[config.mk]
export PLATFORM = sky130hd
export DESIGN_NAME = ball_motion_ctrl
export DESIGN_NICKNAME = d
export VERILOG_FILES = /design/src/rtl/ball_motion_ctrl.sv
export SDC_FILE = /design/constraint.sdc
export NUM_CORES = 1
export LEC_CHECK = 0
export BUFFER_PORTS_ARGS = -buffer_cell sky130_fd_sc_hd__buf_4
export CORE_MARGIN = 5
export CORE_UTILIZATION = 40
export CTS_CLUSTER_SIZE = 10
export DETAILED_ROUTE_END_ITERATION = 8
export PLACE_DENSITY = 0.65
export SYNTH_ARGS = -nofsm -noshare
export SYNTH_HDL_FRONTEND = slang
export SYNTH_SLANG_ARGS = --single-unit
[constraint.sdc]
create_clock -name clk -period 3.51 [get_ports clk]
set_input_delay 0.1755 -clock clk [delete_from_list [all_inputs] [get_ports clk]]
set_output_delay 0.1755 -clock clk [all_outputs]
set_load 0.03 [all_outputs]
[src/rtl/ball_motion_ctrl.sv]
// ---------------------------------------------------------------------------
// ball_motion_ctrl
//
// Purpose:
//   Per-frame sequencer for a 2x2 ball drawer. Each frame it erases the ball
//   at its old position, steps it by one pixel (bouncing off the screen
//   edges), redraws it at the new position, then idles for WAIT_CYCLES
//   clocks before the next frame.
//
// Configuration macro:
//   BALL_ERASE_EN - when defined, the erase pass (ERASE/ERASE_REL) is built
//                   and color toggles between 3'b000 (erase) and 3'b111
//                   (draw). When undefined, no erase pass is built, the ball
//                   leaves a trail, and color is constant 3'b111.
//
// Ports:
//   clk           in   1  system clock
//   reset_n       in   1  asynchronous active-low reset
//   enable        in   1  run ball motion while high
//   drawer_start  out  1  start request to ball drawer
//   drawer_done   in   1  one-cycle done pulse from ball drawer
//   ball_x        out  9  top-left x sent to drawer
//   ball_y        out  8  top-left y sent to drawer
//   color         out  3  pixel colour: 3'b000 erase, 3'b111 draw
//   busy          out  1  high in any state other than IDLE
//   bounce        out  1  one-cycle pulse when a direction flips
// ---------------------------------------------------------------------------
module ball_motion_ctrl #(
    parameter int X_MAX       = 319,
    parameter int Y_MAX       = 239,
    parameter int X_INIT      = 160,
    parameter int Y_INIT      = 120,
    parameter int WAIT_CYCLES = 1000000
) (
    input  logic       clk,
    input  logic       reset_n,
    input  logic       enable,
    output logic       drawer_start,
    input  logic       drawer_done,
    output logic [8:0] ball_x,
    output logic [7:0] ball_y,
    output logic [2:0] color,
    output logic       busy,
    output logic       bounce
);

    // WAIT_CYCLES must be at least 1; the counter runs 0..WAIT_CYCLES-1.
    localparam int CW = (WAIT_CYCLES > 1) ? $clog2(WAIT_CYCLES) : 1;
    localparam logic [CW-1:0] WAIT_LAST = CW'(WAIT_CYCLES - 1);

    localparam logic [8:0] X_LAST  = 9'(X_MAX - 1);
    localparam logic [7:0] Y_LAST  = 8'(Y_MAX - 1);
    localparam logic [8:0] X_RESET = 9'(X_INIT);
    localparam logic [7:0] Y_RESET = 8'(Y_INIT);

    typedef enum logic [2:0] {
        S_IDLE,
`ifdef BALL_ERASE_EN
        S_ERASE,
        S_ERASE_REL,
`endif
        S_MOVE,
        S_DRAW,
        S_DRAW_REL,
        S_WAIT
    } state_t;

    state_t          state;
    logic            dir_x;       // 1 = moving right (+1), 0 = moving left (-1)
    logic            dir_y;       // 1 = moving down (+1), 0 = moving up (-1)
    logic [CW-1:0]   wait_cnt;

    logic [8:0]      next_x;
    logic [7:0]      next_y;
    logic            next_dir_x;
    logic            next_dir_y;
    logic            flip_x;
    logic            flip_y;

    // Next x position and direction. Hitting an edge reverses direction and
    // steps one pixel back inward in the same move, so the ball never sits
    // outside 0..X_MAX-1 and the unsigned arithmetic never wraps.
    always_comb begin
        next_x     = ball_x;
        next_dir_x = dir_x;
        flip_x     = 1'b0;
        if (dir_x) begin
            if (ball_x >= X_LAST) begin
                next_dir_x = 1'b0;
                flip_x     = 1'b1;
                next_x     = ball_x - 9'd1;
            end else begin
                next_x     = ball_x + 9'd1;
            end
        end else begin
            if (ball_x == 9'd0) begin
                next_dir_x = 1'b1;
                flip_x     = 1'b1;
                next_x     = ball_x + 9'd1;
            end else begin
                next_x     = ball_x - 9'd1;
            end
        end
    end

    // Next y position and direction, same bounce rule as x.
    always_comb begin
        next_y     = ball_y;
        next_dir_y = dir_y;
        flip_y     = 1'b0;
        if (dir_y) begin
            if (ball_y >= Y_LAST) begin
                next_dir_y = 1'b0;
                flip_y     = 1'b1;
                next_y     = ball_y - 8'd1;
            end else begin
                next_y     = ball_y + 8'd1;
            end
        end else begin
            if (ball_y == 8'd0) begin
                next_dir_y = 1'b1;
                flip_y     = 1'b1;
                next_y     = ball_y + 8'd1;
            end else begin
                next_y     = ball_y - 8'd1;
            end
        end
    end

`ifndef BALL_ERASE_EN
    // Without the erase pass every drawer access is a draw.
    assign color = 3'b111;
`endif

    // Frame sequencer. All outputs are registered together with the state so
    // drawer_start, color and the position only ever change on the edge that
    // enters or leaves a handshake state, keeping them stable while the
    // drawer is busy. The position itself changes only on the MOVE edge,
    // which always lies between two handshakes.
    always_ff @(posedge clk or negedge reset_n) begin
        if (!reset_n) begin
            state        <= S_IDLE;
            ball_x       <= X_RESET;
            ball_y       <= Y_RESET;
            dir_x        <= 1'b1;
            dir_y        <= 1'b1;
            wait_cnt     <= '0;
            drawer_start <= 1'b0;
            busy         <= 1'b0;
            bounce       <= 1'b0;
`ifdef BALL_ERASE_EN
            color        <= 3'b000;
`endif
        end else begin
            bounce <= 1'b0;
            case (state)
                S_IDLE: begin
                    if (enable) begin
                        busy <= 1'b1;
`ifdef BALL_ERASE_EN
                        state        <= S_ERASE;
                        drawer_start <= 1'b1;
                        color        <= 3'b000;
`else
                        state        <= S_MOVE;
`endif
                    end
                end

`ifdef BALL_ERASE_EN
                S_ERASE: begin
                    if (drawer_done) begin
                        state        <= S_ERASE_REL;
                        drawer_start <= 1'b0;
                    end
                end

                // One cycle with start low lets the drawer return to IDLE.
                S_ERASE_REL: begin
                    state <= S_MOVE;
                end
`endif

                S_MOVE: begin
                    ball_x       <= next_x;
                    ball_y       <= next_y;
                    dir_x        <= next_dir_x;
                    dir_y        <= next_dir_y;
                    // A corner hit flips both axes but yields one pulse.
                    bounce       <= flip_x | flip_y;
                    state        <= S_DRAW;
                    drawer_start <= 1'b1;
`ifdef BALL_ERASE_EN
                    color        <= 3'b111;
`endif
                end

                // enable is deliberately ignored here: the handshake and its
                // release cycle always complete so the drawer is never left
                // in its DONE state.
                S_DRAW: begin
                    if (drawer_done) begin
                        state        <= S_DRAW_REL;
                        drawer_start <= 1'b0;
                    end
                end

                S_DRAW_REL: begin
                    wait_cnt <= '0;
                    state    <= S_WAIT;
                end

                S_WAIT: begin
                    if (!enable) begin
                        state <= S_IDLE;
                        busy  <= 1'b0;
                    end else if (wait_cnt == WAIT_LAST) begin
`ifdef BALL_ERASE_EN
                        state        <= S_ERASE;
                        drawer_start <= 1'b1;
                        color        <= 3'b000;
`else
                        state        <= S_MOVE;
`endif
                    end else begin
                        wait_cnt <= wait_cnt + 1'b1;
                    end
                end

                default: begin
                    state        <= S_IDLE;
                    drawer_start <= 1'b0;
                    busy         <= 1'b0;
                end
            endcase
        end
    end

endmodule

**After elaboration in Yosys (flattened, before gate mapping)**

Cells that the tools add are included.

- Input bits: 4
- Output and inout bits: 23
- Bits in registers: 45
- Logic and storage cells: 70

- Bitwise gates (word level): 3
- Muxes and demuxes: 30
- Magnitude comparators: 2
- Equal/unequal tests: 11
- Reductions and logical operators: 10
- $add $sub $neg: 5

Operator list:

| kind | number |
|---|---|
| $mux W20 | 2 |
| $pmux W20 S2 | 1 |
| $mux W9 | 3 |
| $mux W8 | 3 |
| $add A20 B1 Y20 const B | 1 |
| $eq A20 B20 Y1 const B | 1 |
| $pmux W3 S5 | 1 |
| $mux W1 | 14 |
| $mux W3 | 4 |
| $ne A2 B2 Y1 const B | 5 |
| $add A9 B1 Y9 const B | 1 |
| $ge A9 B9 Y1 const B | 1 |
| $logic_not A9 Y1 | 1 |
| $reduce_and A3 Y1 | 3 |
| $sub A9 B1 Y9 const B | 1 |
| $add A8 B1 Y8 const B | 1 |
| $ge A8 B8 Y1 const B | 1 |
| $logic_not A8 Y1 | 1 |
| $sub A8 B1 Y8 const B | 1 |
| $eq A3 B2 Y1 const B | 2 |
| $pmux W1 S3 | 2 |
| $reduce_or A3 Y1 | 2 |
| $eq A3 B1 Y1 const B | 1 |
| $eq A3 B3 Y1 const B | 1 |
| other kinds (6) | 7 |

**Logic depth before layout (Yosys ltp)**

Gate-level depths: netlist of run 1.

- Depth in word-level cells: 5
- Gate-level depth with buffers: 8
- Depth with buffers taken out: 7

**Worst setup path after synthesis of run 1**

OpenSTA, ideal clock, no wires.

- Path type: register -> register
- Start point: register ball_x[0]
- End point: register ball_x[5]
- Slack: 1.391 ns
- Arrival time: 2.050 ns
- Data required time: 3.441 ns
- Setup time: 0.069 ns
- Stages on the path, launching flop included: 9
- Path through: dfrtp_1 -> inv_1 -> ha_1 -> o21ai_1 -> o221ai_2 -> or2_1 -> buf_6 -> a221o_1 -> o21ai_2

- Word-level cells in the longest chain between the ends: 3
- Elaborated cells on any way between the ends: 7

Ends and longest elaborated chain:

| what | line | text |
|---|---|---|
| start, declared | 40 | `output logic [8:0] ball_x,` |
| start signal, assigned | 185 | `ball_x <= next_x;` |
| $sub A9 B1 Y9 (tied with other cells) | 91, 101 |  |
| $mux W9 (on tied branches) | 96, 88 |  |
| $mux W9 * | 87 | `if (dir_x) begin` |

Mark *: on every way between the ends. The rest lies on a longest branch, timed or not.
A chain may end at the register's enable or synchronous reset.

**Final worst setup path of run 1**

Same ends and word-level chain as after synthesis.

==> results.md, run 1 <==
- Worst r2r path cells: 7
- Die width: about 93 um
- Finish-stage setup viols: 0
- Die area: 0.00862 sq mm
- Synth Register Bits: between 40 and 50
- Critical setup path kind: reg -> reg
- Clk pwr share: 13.6%
- PwrDens: around 780 mW/mm^2
- CTS Buf Count: 5
- Crit path required time: around 3800 ps
- Nets: 329
- Final number of hold-violating endpoints: 0
- Post-synth EDFFs: 0
- Total Routing Usage GR: roughly 14%
- DR iter-0 viols: 96
- Ant. Diodes: 0
- Core area: ~0.0068 sq mm
- Gate power share: between 40% and 50%
- Clock sink count: 45
- FMAX: 476 MHz
- Int Power: around 1.2 mW
- Leakage: 1.26 nW
- CP Launch Type: flop
- Area occupied by multi-input gates: about 0.0015 sq mm
- Global-route wire length before repair: 10,100 um
- Crit-path slowest cell: dfrtp_1
- Status: finished clean
- CP arrival: 2340 ps
- Fill count: 660
- DR vias: 2,222
- Layout Utilization: 44.9%
- Ys flop type: dfrtp_1
- TritonRoute pass-1 iters: 4
- Register area: about 0.0011 sq mm
- Share of layout cells above drive strength 1: roughly 16%
- RSZ-0062 raised after global routing: no
- Vias in the first global route: approximately 2,200
- DP HPWL: ~4100 um
- Async S/R FF share, synth: 100%
- CP Capture Type: flop
- Detail Route Antenna Nets: 0
- Max Buffers Root-to-Sink: 2
- Switching part of the total power: between 40% and 50%
- Setup TNS: 0 ps
- Worst vdd ir: about 380 uV
- Cells after Synth: roughly 300
- IO Count: 27
- IO Port Bufs: 23
- Ys Warns: 0
- Switching pwr: between 1 and 1.5 mW
- Post-synthesis sequential area ratio: 41.4%
- Initial antenna violation count: 0
- Post-DR wirelength/cell: 14.5 um
- CTS tree: yes
- Pins over their slew limit: 0
- Max Cap Viol: 0
- Slew HR: between 40 and 50%
- Sequential fraction of design power: about two fifths
- Clock skew: 6.76 ps
- Clock-pin slew on the worst setup and hold paths: 90 ps
- Worst Hold Class: in -> reg
- Pin count of the biggest net entering global routing: 46
- Minimum clock period after layout: around 2100 ps
- Row count: 30
- Tightest Pin Transition: between 800 and 900 ps
- Layout area overhead: 10.5%
- Hold depth: 3
- Post-synth cell types: 52
- Post-route DRC: 0
- Die height: 92.9 um
- Initial Utilization: between 40% and 50%
- Htree depth: 2
- Clk_lat worst skew: roughly 300 ps
- Final weighted congestion in routability-driven placement: about 0.86
- CTS root buf: clkbuf_8
- Cell area after synthesis: 0.00275 sq mm
- DR vias/cell: around 5.6
- Drt total wl: approximately 5800 um
- Crit-path cells: inv_1, ha_1, o21ai_1, o221ai_2, or2_1, a221o_1, o21ai_2
- Critical Path Max Stage Delay: 500 ps
- Period utilisation layout: around three fifths
- Reg-to-reg setup timing slack: about 1400 ps
- Worst-path fanout max: 9
- Mean Syn Cell Area: 9.22 sq um
- Gr ovfl total: 0
power by group through the flow:
stage / Clock [mW] / Combinational (mW) / Sequential, mW
after floorplan: 0 / 0.673 / 1.08
after global placement: 0 / 1.06 / 0.957
after detailed placement: 0 / 1.08 / 0.969
after CTS: 0.335 / 1.09 / 0.959
after global routing: 0.354 / 1.18 / 1.00
final: 0.321 / 1.08 / 0.960
repair_timing:
action | 4_1_cts | 5_1_grt
setup buffers | 0 | 0
resized for setup | 0 | 0
hold buffers | 1 | 0
hold endpoints to repair | 37 | 0
flip-flops by register name, summed over array words and instances (netlist names):
name and count:
wait_cnt 20, ball_x 9, ball_y 8, state 3, bounce 1, busy 1
dir_x 1, dir_y 1, drawer_start 1
critical path: cells and delay by family, from the launching register on:
family / cells / cell delay, ps
flip-flops: 1 / 500
AND/OR/NAND/NOR: 1 / 370
buffers and inverters: 1 / 140
AO/OA/AOI/OAI: 4 / 820
adder cells (fa/ha/maj): 1 / 230
layout by cell type, fill, tap and decap left out, types with 2 or more instances in the layout:
cell type  netlist  layout
xnor2_1         13      13
nand3_1         17      17
mux2i_1          8       8
or4_1            2       2
nor3_1          10      10
nor2b_1          4       4
nand2_1         34      34
clkinv_2         0       2
buf_4            4      24
xor2_1           9       9
o21ai_1         10      10
nor4b_1          2       2
nand4_1          6       6
or3_1            6       6
nand2b_1         2       2
o211ai_1         6       6
ha_1             8       8
dfstp_2          8       8
a21oi_1         15      15
dfrtp_1         37      37
a31oi_1          4       4
and3_1           8       8
conb_1           1       3
nor2_1          19      19
clkbuf_8         0       5
o31ai_1          3       3
o21ai_0         10      10
a221oi_2         2       2
inv_1           10      10
nor4_1           8       8
stage by stage:
stage	worst slack, ps	hold WS [ps]	cells	cell area [sq um]	total power, mW
3_3_place_gp	1540	217	389	2940	2.02
5_1_grt	1240	153	398	3040	2.54
2_1_floorplan	1390	-120	300	2750	1.75
3_5_place_dp	1450	222	389	2940	2.05
6_report	1410	135	398	3040	2.36
4_1_cts	1420	126	398	3040	2.38
worst paths after layout:
| kind | from | end |
|---|---|---|
| worst max-delay path | ball_x[0]$_DFFE_PN0P_ | ball_x[5]$_DFFE_PN1P_ |
| worst min-delay path | enable | busy$_DFFE_PN0P_ |
| worst max register to register | ball_x[0]$_DFFE_PN0P_ | ball_x[5]$_DFFE_PN1P_ |
| worst min register to register | dir_y$_DFFE_PN1P_ | dir_y$_DFFE_PN1P_ |
| max in group asynchronous | reset_n | wait_cnt[14]$_DFFE_PN0P_ |
| min in group asynchronous | reset_n | wait_cnt[3]$_DFFE_PN0P_ |
logic make-up after synthesis:
logic type / count (synthesis) / share of synthesized area [%]
buffers and inverters: 25 / 4.83
xor gates and xnor gates: 22 / 7.02
AOI/OAI and AO/OA: 58 / 14.3
other: 1 / 0.137
muxes: 8 / 2.92
and+or+nand+nor: 131 / 25.8
DFF: 45 / 41.4
adders and majority gates: 8 / 3.64
area by class of cell:
class | instances | share of cell area (%)
inverters | 10 | 1.24
clock inverters | 3 | 0.577
flip-flops and latches | 45 | 37.4
repair buffers | 25 | 6.27
clock buffers | 5 | 2.27
well taps | 80 | 3.30
multi-input cells | 230 | 48.9
synthesized netlist by cell type (9+ instances only):
library cell  number  area [sq um]
o21ai_1           10          50.1
xor2_1             9          78.8
a21oi_1           15          75.1
nor2_1            19          71.3
nor3_1            10          50.1
nand2_1           34           128
dfrtp_1           37           926
inv_1             10          37.5
xnor2_1           13           114
nand3_1           17          85.1
o21ai_0           10          50.1
routing by layer:
layer  global-route usage (%)  share of wire, %
met1                     18.5                47
met2                     23.9                50
met3                     2.52               2.5
met4                     3.79              0.88
met5                        0                 0
No activity file was read; power rests on OpenSTA's default activity.
==> run 2: changes to the inputs <==
--- a/config.mk
+++ b/config.mk
@@ -10,7 +10,7 @@
 export CORE_UTILIZATION = 40
 export CTS_CLUSTER_SIZE = 10
 export DETAILED_ROUTE_END_ITERATION = 8
-export PLACE_DENSITY = 0.65
+export PLACE_DENSITY = 0.67
 export SYNTH_ARGS = -nofsm -noshare
 export SYNTH_HDL_FRONTEND = slang
 export SYNTH_SLANG_ARGS = --single-unit
==> constraint.sdc (replaced) <==
create_clock -name clk -period 1.85 [get_ports clk]
set_input_delay 0.0925 -clock clk [delete_from_list [all_inputs] [get_ports clk]]
set_output_delay 0.0925 -clock clk [all_outputs]
set_load 0.03 [all_outputs]
==> run 2 against run 1 <==
  * Utilization rose by 4.1 points
  * Maximum frequency is 17% higher
  * Routed wire length up 7.1%
  * Combinational power increased by 140%
  * Non-clock buffer count up 33
  * Register-to-register slack got worse by 1400 ps
  * Sequential power rose by 77%
  * First-iteration DRC count grew 44%
  * Setup slack worse by 1400 ps
  * Global-route usage up 0.75 points
  * Design area rose by 9.1%
  * Power rose by 110%
  * Largest cell class unchanged
==> results.md, run 2 (synthesized netlist as in run 1, its figures left out) <==
- Status: finished clean
- FMAX: between 500 and 600 MHz
- Placed Cells incl. Taps: 414
- Initial Utilization: ~41%
- Leading cell type in the layout, fill and taps excluded: buf_4
- Max reg flops: 20
- Clk pwr share: about an eighth
- DR iter-0 viols: about 140
- Period utilisation layout: a little over nine tenths
- Core area: between 0.006 and 0.007 sq mm
- Initial antenna violation count: 0
- Gate power share: a little over half
- DR vias/cell: 5.46
- DR vias: 2,355
- Crit-path cells: buf_4, o211ai_1, a221oi_2, nor2_4, buf_4, xor2_1, o21ai_1
- Switching part of the total power: a little under half
- Hold depth: 3
- CTS Buf Count: 5
- Post-route DRC: 0
- CTS tree: yes
- Final number of hold-violating endpoints: 0
- Post-DP Area: between 0.003 and 0.004 sq mm
- Pins over their slew limit: 0
- Clock-pin slew on the worst setup and hold paths: 90 ps
- Biggest register: wait_cnt
- Max Buffers Root-to-Sink: 2
- Die area: between 0.008 and 0.009 sq mm
- Slew HR: 61.9%
- Register area: ~0.0011 sq mm
- CP arrival: between 1500 and 2000 ps
- Crit path required time: a little over 2000 ps
- Worst Hold Class: in -> reg
- Worst r2r path cells: 7
- Max Cap Viol: 0
- Crit-path slowest cell: dfrtp_1
- Global-route wire length before repair: about 11,000 um
- Die height: 92.9 um
- Critical Path Max Stage Delay: 440 ps
- Pin count of the biggest net entering global routing: 46
- Minimum clock period after layout: 1800 ps
- Sequential fraction of design power: approximately a third
- Finish-stage setup viols: 0
- Row count: 30
- Int Power: 2.66 mW
- Post-DR wirelength/cell: around 14 um
- Share of layout cells above drive strength 1: a little over a quarter
- IO Port Bufs: 23
- Vias in the first global route: about 2,300
- Detail Route Antenna Nets: 0
- Tightest Pin Transition: 572 ps
- Nets: ~360
- Drt total wl: roughly 6200 um
- Switching pwr: between 2 and 2.5 mW
- TritonRoute pass-1 iters: 5
- CP Launch Type: flop
- IO Count: 27
- Clock skew: roughly 5.8 ps
- Final weighted congestion in routability-driven placement: between 0.8 and 0.9
- Htree depth: 2
- Worst hold margin: between 50 and 60 ps
- PwrDens: 1470 mW/mm^2
- Critical setup path kind: reg -> reg
- Clk_lat worst skew: about 290 ps
- Non-Filler Instances: ~430
- Cell area after layout: roughly 0.0033 sq mm
- Most frequent cells in the layout: buf_4 (57), dfrtp_1 (34), nand2_1 (33)
- Top Registers: wait_cnt: 20 flops, ball_x: 9 flops, ball_y: 8 flops
- Layout Utilization: between 40% and 50%
- RSZ-0062 raised after global routing: yes
- Area occupied by multi-input gates: about 0.0015 sq mm
- Gr ovfl total: 0
- Clock sink count: 45
- Die width: approximately 93 um
- CTS root buf: clkbuf_8
- Fill count: 649
- Cell mode on critical path: buf_4
- DP HPWL: between 4000 and 5000 um
- Worst vdd ir: 1080 uV
- Layout area overhead: 20.6%
- Setup TNS: 0 ps
- Leakage: 1.41 nW
- CP Capture Type: flop
- Total Routing Usage GR: between 10% and 20%
- Ant. Diodes: 0
- Worst-path fanout max: 8
-- run 2: layout make-up --
type / instances / area share (%)
flip-flops and latches: 45 / 34.4
multi-input cells: 230 / 45.7
well taps: 80 / 3.02
inverters: 10 / 1.21
clock buffers: 8 / 2.42
repair buffers: 58 / 13.2
-- run 2: layer usage --
layer	GRT usage, %	wire length (um)	vias up
met5	0	0	-
met4	5.13	72	0
met3	3.33	204	8
met2	24.2	3020	47
met1	19.4	2900	1132
li1	-	-	1168
-- run 2: per-stage QoR --
stage               setup slack (ps)  power, mW
floorplan                      -61.1       3.34
global placement                12.9       4.06
detailed placement              9.07       4.09
CTS                             10.2       4.73
global route                   -58.6       5.22
finish                          52.7       4.88
-- run 2: power by group through the flow --
stage	clock (mW)	sequential [mW]	combinational (mW)
3_3_place_gp	0	1.71	2.35
6_report	0.606	1.70	2.57
3_5_place_dp	0	1.71	2.38
5_1_grt	0.673	1.75	2.80
4_1_cts	0.617	1.69	2.42
2_1_floorplan	0	2.05	1.29
-- run 2: worst paths after layout --
path	endpoint	slack, ps	start
max	ball_y[1]$_DFFE_PN0P_	50	ball_y[1]$_DFFE_PN0P_
min	busy$_DFFE_PN0P_	60	enable
max reg2reg	ball_y[1]$_DFFE_PN0P_	50	ball_y[1]$_DFFE_PN0P_
min reg2reg	dir_y$_DFFE_PN1P_	500	dir_y$_DFFE_PN1P_
max in group asynchronous	ball_y[0]$_DFFE_PN0P_	1100	reset_n
min in group asynchronous	wait_cnt[5]$_DFFE_PN0P_	330	reset_n
-- run 2: what timing repair did --
item	in CTS	in global routing
endpoints found under the hold margin	37	0
hold buffers	1	0
pin swaps	2	5
gates resized for setup	0	9
setup endpoints to repair	2	18
buffers inserted	1	7
-- run 2: critical path: cells and delay by family, from the launching register on --
family,cells,cell delay (ps)
AOI/OAI and AO/OA,3,500
DFF,1,440
buffers and inverters,2,340
and+or+nand+nor,1,250
xor gates and xnor gates,1,150
==> run 3: changes to the inputs <==
--- a/config.mk
+++ b/config.mk
@@ -10,7 +10,7 @@
 export CORE_UTILIZATION = 40
 export CTS_CLUSTER_SIZE = 10
 export DETAILED_ROUTE_END_ITERATION = 8
-export PLACE_DENSITY = 0.67
+export PLACE_DENSITY = 0.65
 export SYNTH_ARGS = -nofsm -noshare
 export SYNTH_HDL_FRONTEND = slang
 export SYNTH_SLANG_ARGS = --single-unit
==> constraint.sdc (replaced) <==
create_clock -name clk -period 2.1 [get_ports clk]
set_input_delay 0.105 -clock clk [delete_from_list [all_inputs] [get_ports clk]]
set_output_delay 0.105 -clock clk [all_outputs]
set_load 0.03 [all_outputs]
==> run 3 against run 2 <==
  * Clock-buffer cell count is 2 lower
  * Hold slack better by 13 ps
  * Utilization is 3.2 points lower
  * Critical path type unchanged
  * Die area stayed put
  * Sequential cell count stayed put
  * Combinational power is 25% lower
==> results.md, run 3 (synthesized netlist as in run 1, its figures left out) <==
- Ant. Diodes: 0
- Hold depth: 3
- Pre-CTS WS: 127 ps
- Drt total wl: around 5700 um
- Max reg flops: 20
- Finish-stage setup viols: 0
- CTS Buf Count: 5
- IO Port Bufs: 23
- CTS tree: yes
- Clock skew: around 16 ps
- Die height: around 93 um
- Post-DR wirelength/cell: 14.1 um
- Max Cap Viol: 0
- Die area: roughly 0.0086 sq mm
- Reg-to-Reg Start: wait_cnt[0]$_DFFE_PN0P_
- Worst r2r path cells: 6
- Initial Utilization: 40.6%
- Leakage: around 1.3 nW
- Worst vdd ir: ~760 uV
- Worst Hold Class: in -> reg
- Area occupied by multi-input gates: 0.00149 sq mm
- TritonRoute pass-1 iters: 4
- Critical setup path kind: reg -> reg
- Detail Route Antenna Nets: 0
- Worst-path fanout max: 8
- Pin count of the biggest net entering global routing: between 40 and 50
- Slew HR: between 60% and 70%
- Period utilisation layout: slightly above 90%
- Clock-pin slew on the worst setup and hold paths: ~80 ps
- Int Power: about 2.1 mW
- Fill count: around 640
- Tightest Pin Transition: roughly 570 ps
- Biggest register: wait_cnt
- Pins over their slew limit: 0
- Share of layout cells above drive strength 1: roughly 18%
- Switching part of the total power: a little under half
- Switching pwr: ~1.9 mW
- Global-route wire length before repair: just over 10,000 um
- RSZ-0062 raised after global routing: no
- DP HPWL: between 4000 and 5000 um
- CP Capture Type: flop
- Sequential fraction of design power: 38.9%
- Final weighted congestion in routability-driven placement: between 0.8 and 0.9
- Initial antenna violation count: 0
- Clk_lat worst skew: 300 ps
- Total Routing Usage GR: between 10% and 20%
- Cell area after layout: 0.00310 sq mm
- Row count: 30
- Max Buffers Root-to-Sink: 2
- Most frequent cells in the layout: dfrtp_1 (36), nand2_1 (34), buf_4 (32)
- Htree depth: 2
- Vias in the first global route: ~2,200
- Worst hold margin: 69.6 ps
- Gate power share: approximately 48%
- CP Launch Type: flop
- DR iter-0 viols: 100
- RR Endpoint: wait_cnt[8]$_DFFE_PN0P_
- Total power: approximately 4.0 mW
- Clk pwr share: between 10% and 20%
- DR vias: 2,250
- Minimum clock period after layout: 1940 ps
- Final number of hold-violating endpoints: 0
- Crit path required time: around 2300 ps
- CP arrival: 2170 ps
- Hold-critical path endpoint: busy$_DFFE_PN0P_
- Final WS setup: around 160 ps
- Setup Fix Bufs, Post-CTS: 0
- Hold path start: enable
- Post-DP Area: roughly 0.0030 sq mm
- Post-route DRC: 0
- CTS root buf: clkbuf_8
- PwrDens: ~1300 mW/mm^2
- Die width: a little over 90 um
- DR vias/cell: around 5.5
- Reg-to-reg setup timing slack: around 160 ps
- Register area: ~0.0011 sq mm
- Layout area overhead: 12.7%
- Status: finished clean
- Gr ovfl total: 0
- Core area: around 0.0068 sq mm
- IO Count: 27
- Top Registers: wait_cnt: 20 flops, ball_x: 9 flops, ball_y: 8 flops
- Nets: between 300 and 400
- Leading cell type in the layout, fill and taps excluded: dfrtp_1
- Clock sink count: 45
- Setup TNS: 0 ps
- FMAX: 515 MHz
==> run 3: worst max-delay path by stage <==
stage | from | to | slack, ps | cells after the start
2_1_floorplan | ball_x[0]$_DFFE_PN0P_ | ball_x[5]$_DFFE_PN1P_ | 130 | 8
3_3_place_gp | ball_x[0]$_DFFE_PN0P_ | ball_x[5]$_DFFE_PN1P_ | 200 | 7
3_5_place_dp | ball_x[0]$_DFFE_PN0P_ | ball_x[5]$_DFFE_PN1P_ | 130 | 7
4_1_cts | ball_x[0]$_DFFE_PN0P_ | ball_x[5]$_DFFE_PN1P_ | 100 | 7
5_1_grt | wait_cnt[0]$_DFFE_PN0P_ | wait_cnt[8]$_DFFE_PN0P_ | 6 | 6
6_report | wait_cnt[0]$_DFFE_PN0P_ | wait_cnt[8]$_DFFE_PN0P_ | 160 | 6
==> run 3: stage by stage <==
stage                     std cells  util (%)
after floorplan                 300         -
after global placement          397      44.4
after detailed placement        397      44.4
after CTS                       406      45.8
after global routing            406      45.8
final                           406      45.8
==> run 3: layer usage <==
layer	wire, um	vias to the layer above	part of all wire, %	GRT usage [%]
met2	2720	42	47	22.1
met5	0	-	0	0
met4	126	0	2.2	5.98
met3	166	12	2.9	3.49
li1	-	1118	-	-
met1	2720	1078	47	19.3
==> run 3: timing repair <==
action	4_1_cts	5_1_grt
endpoints found under the setup margin	0	2
hold endpoints to repair	37	0
hold buffers	1	0
resized for setup	0	1
==> run 3: cell type report <==
cell class	count	share of cell area, %
clock inverters	2	0.323
repair buffers	33	8.08
flip-flops and latches	45	36.7
inverters	10	1.21
clock buffers	6	2.34
well taps	80	3.23
multi-input cells	230	48.1
==> run 3: critical path, stage by stage (launching register included) <==
cell	delay [ps]
dfrtp_1	410
ha_1	250
and4_1	230
nand2_1	100
o21ai_1	210
or4_1	520
a21oi_1	160
==> run 3: power by group through the flow <==
stage                     clock network [mW]  registers [mW]  logic, mW
after floorplan                            0            1.80       1.13
after global placement                     0            1.56       1.92
after detailed placement                   0            1.58       1.93
after CTS                              0.547            1.56       1.94
after global routing                   0.583            1.62       2.14
final                                  0.526            1.56       1.93
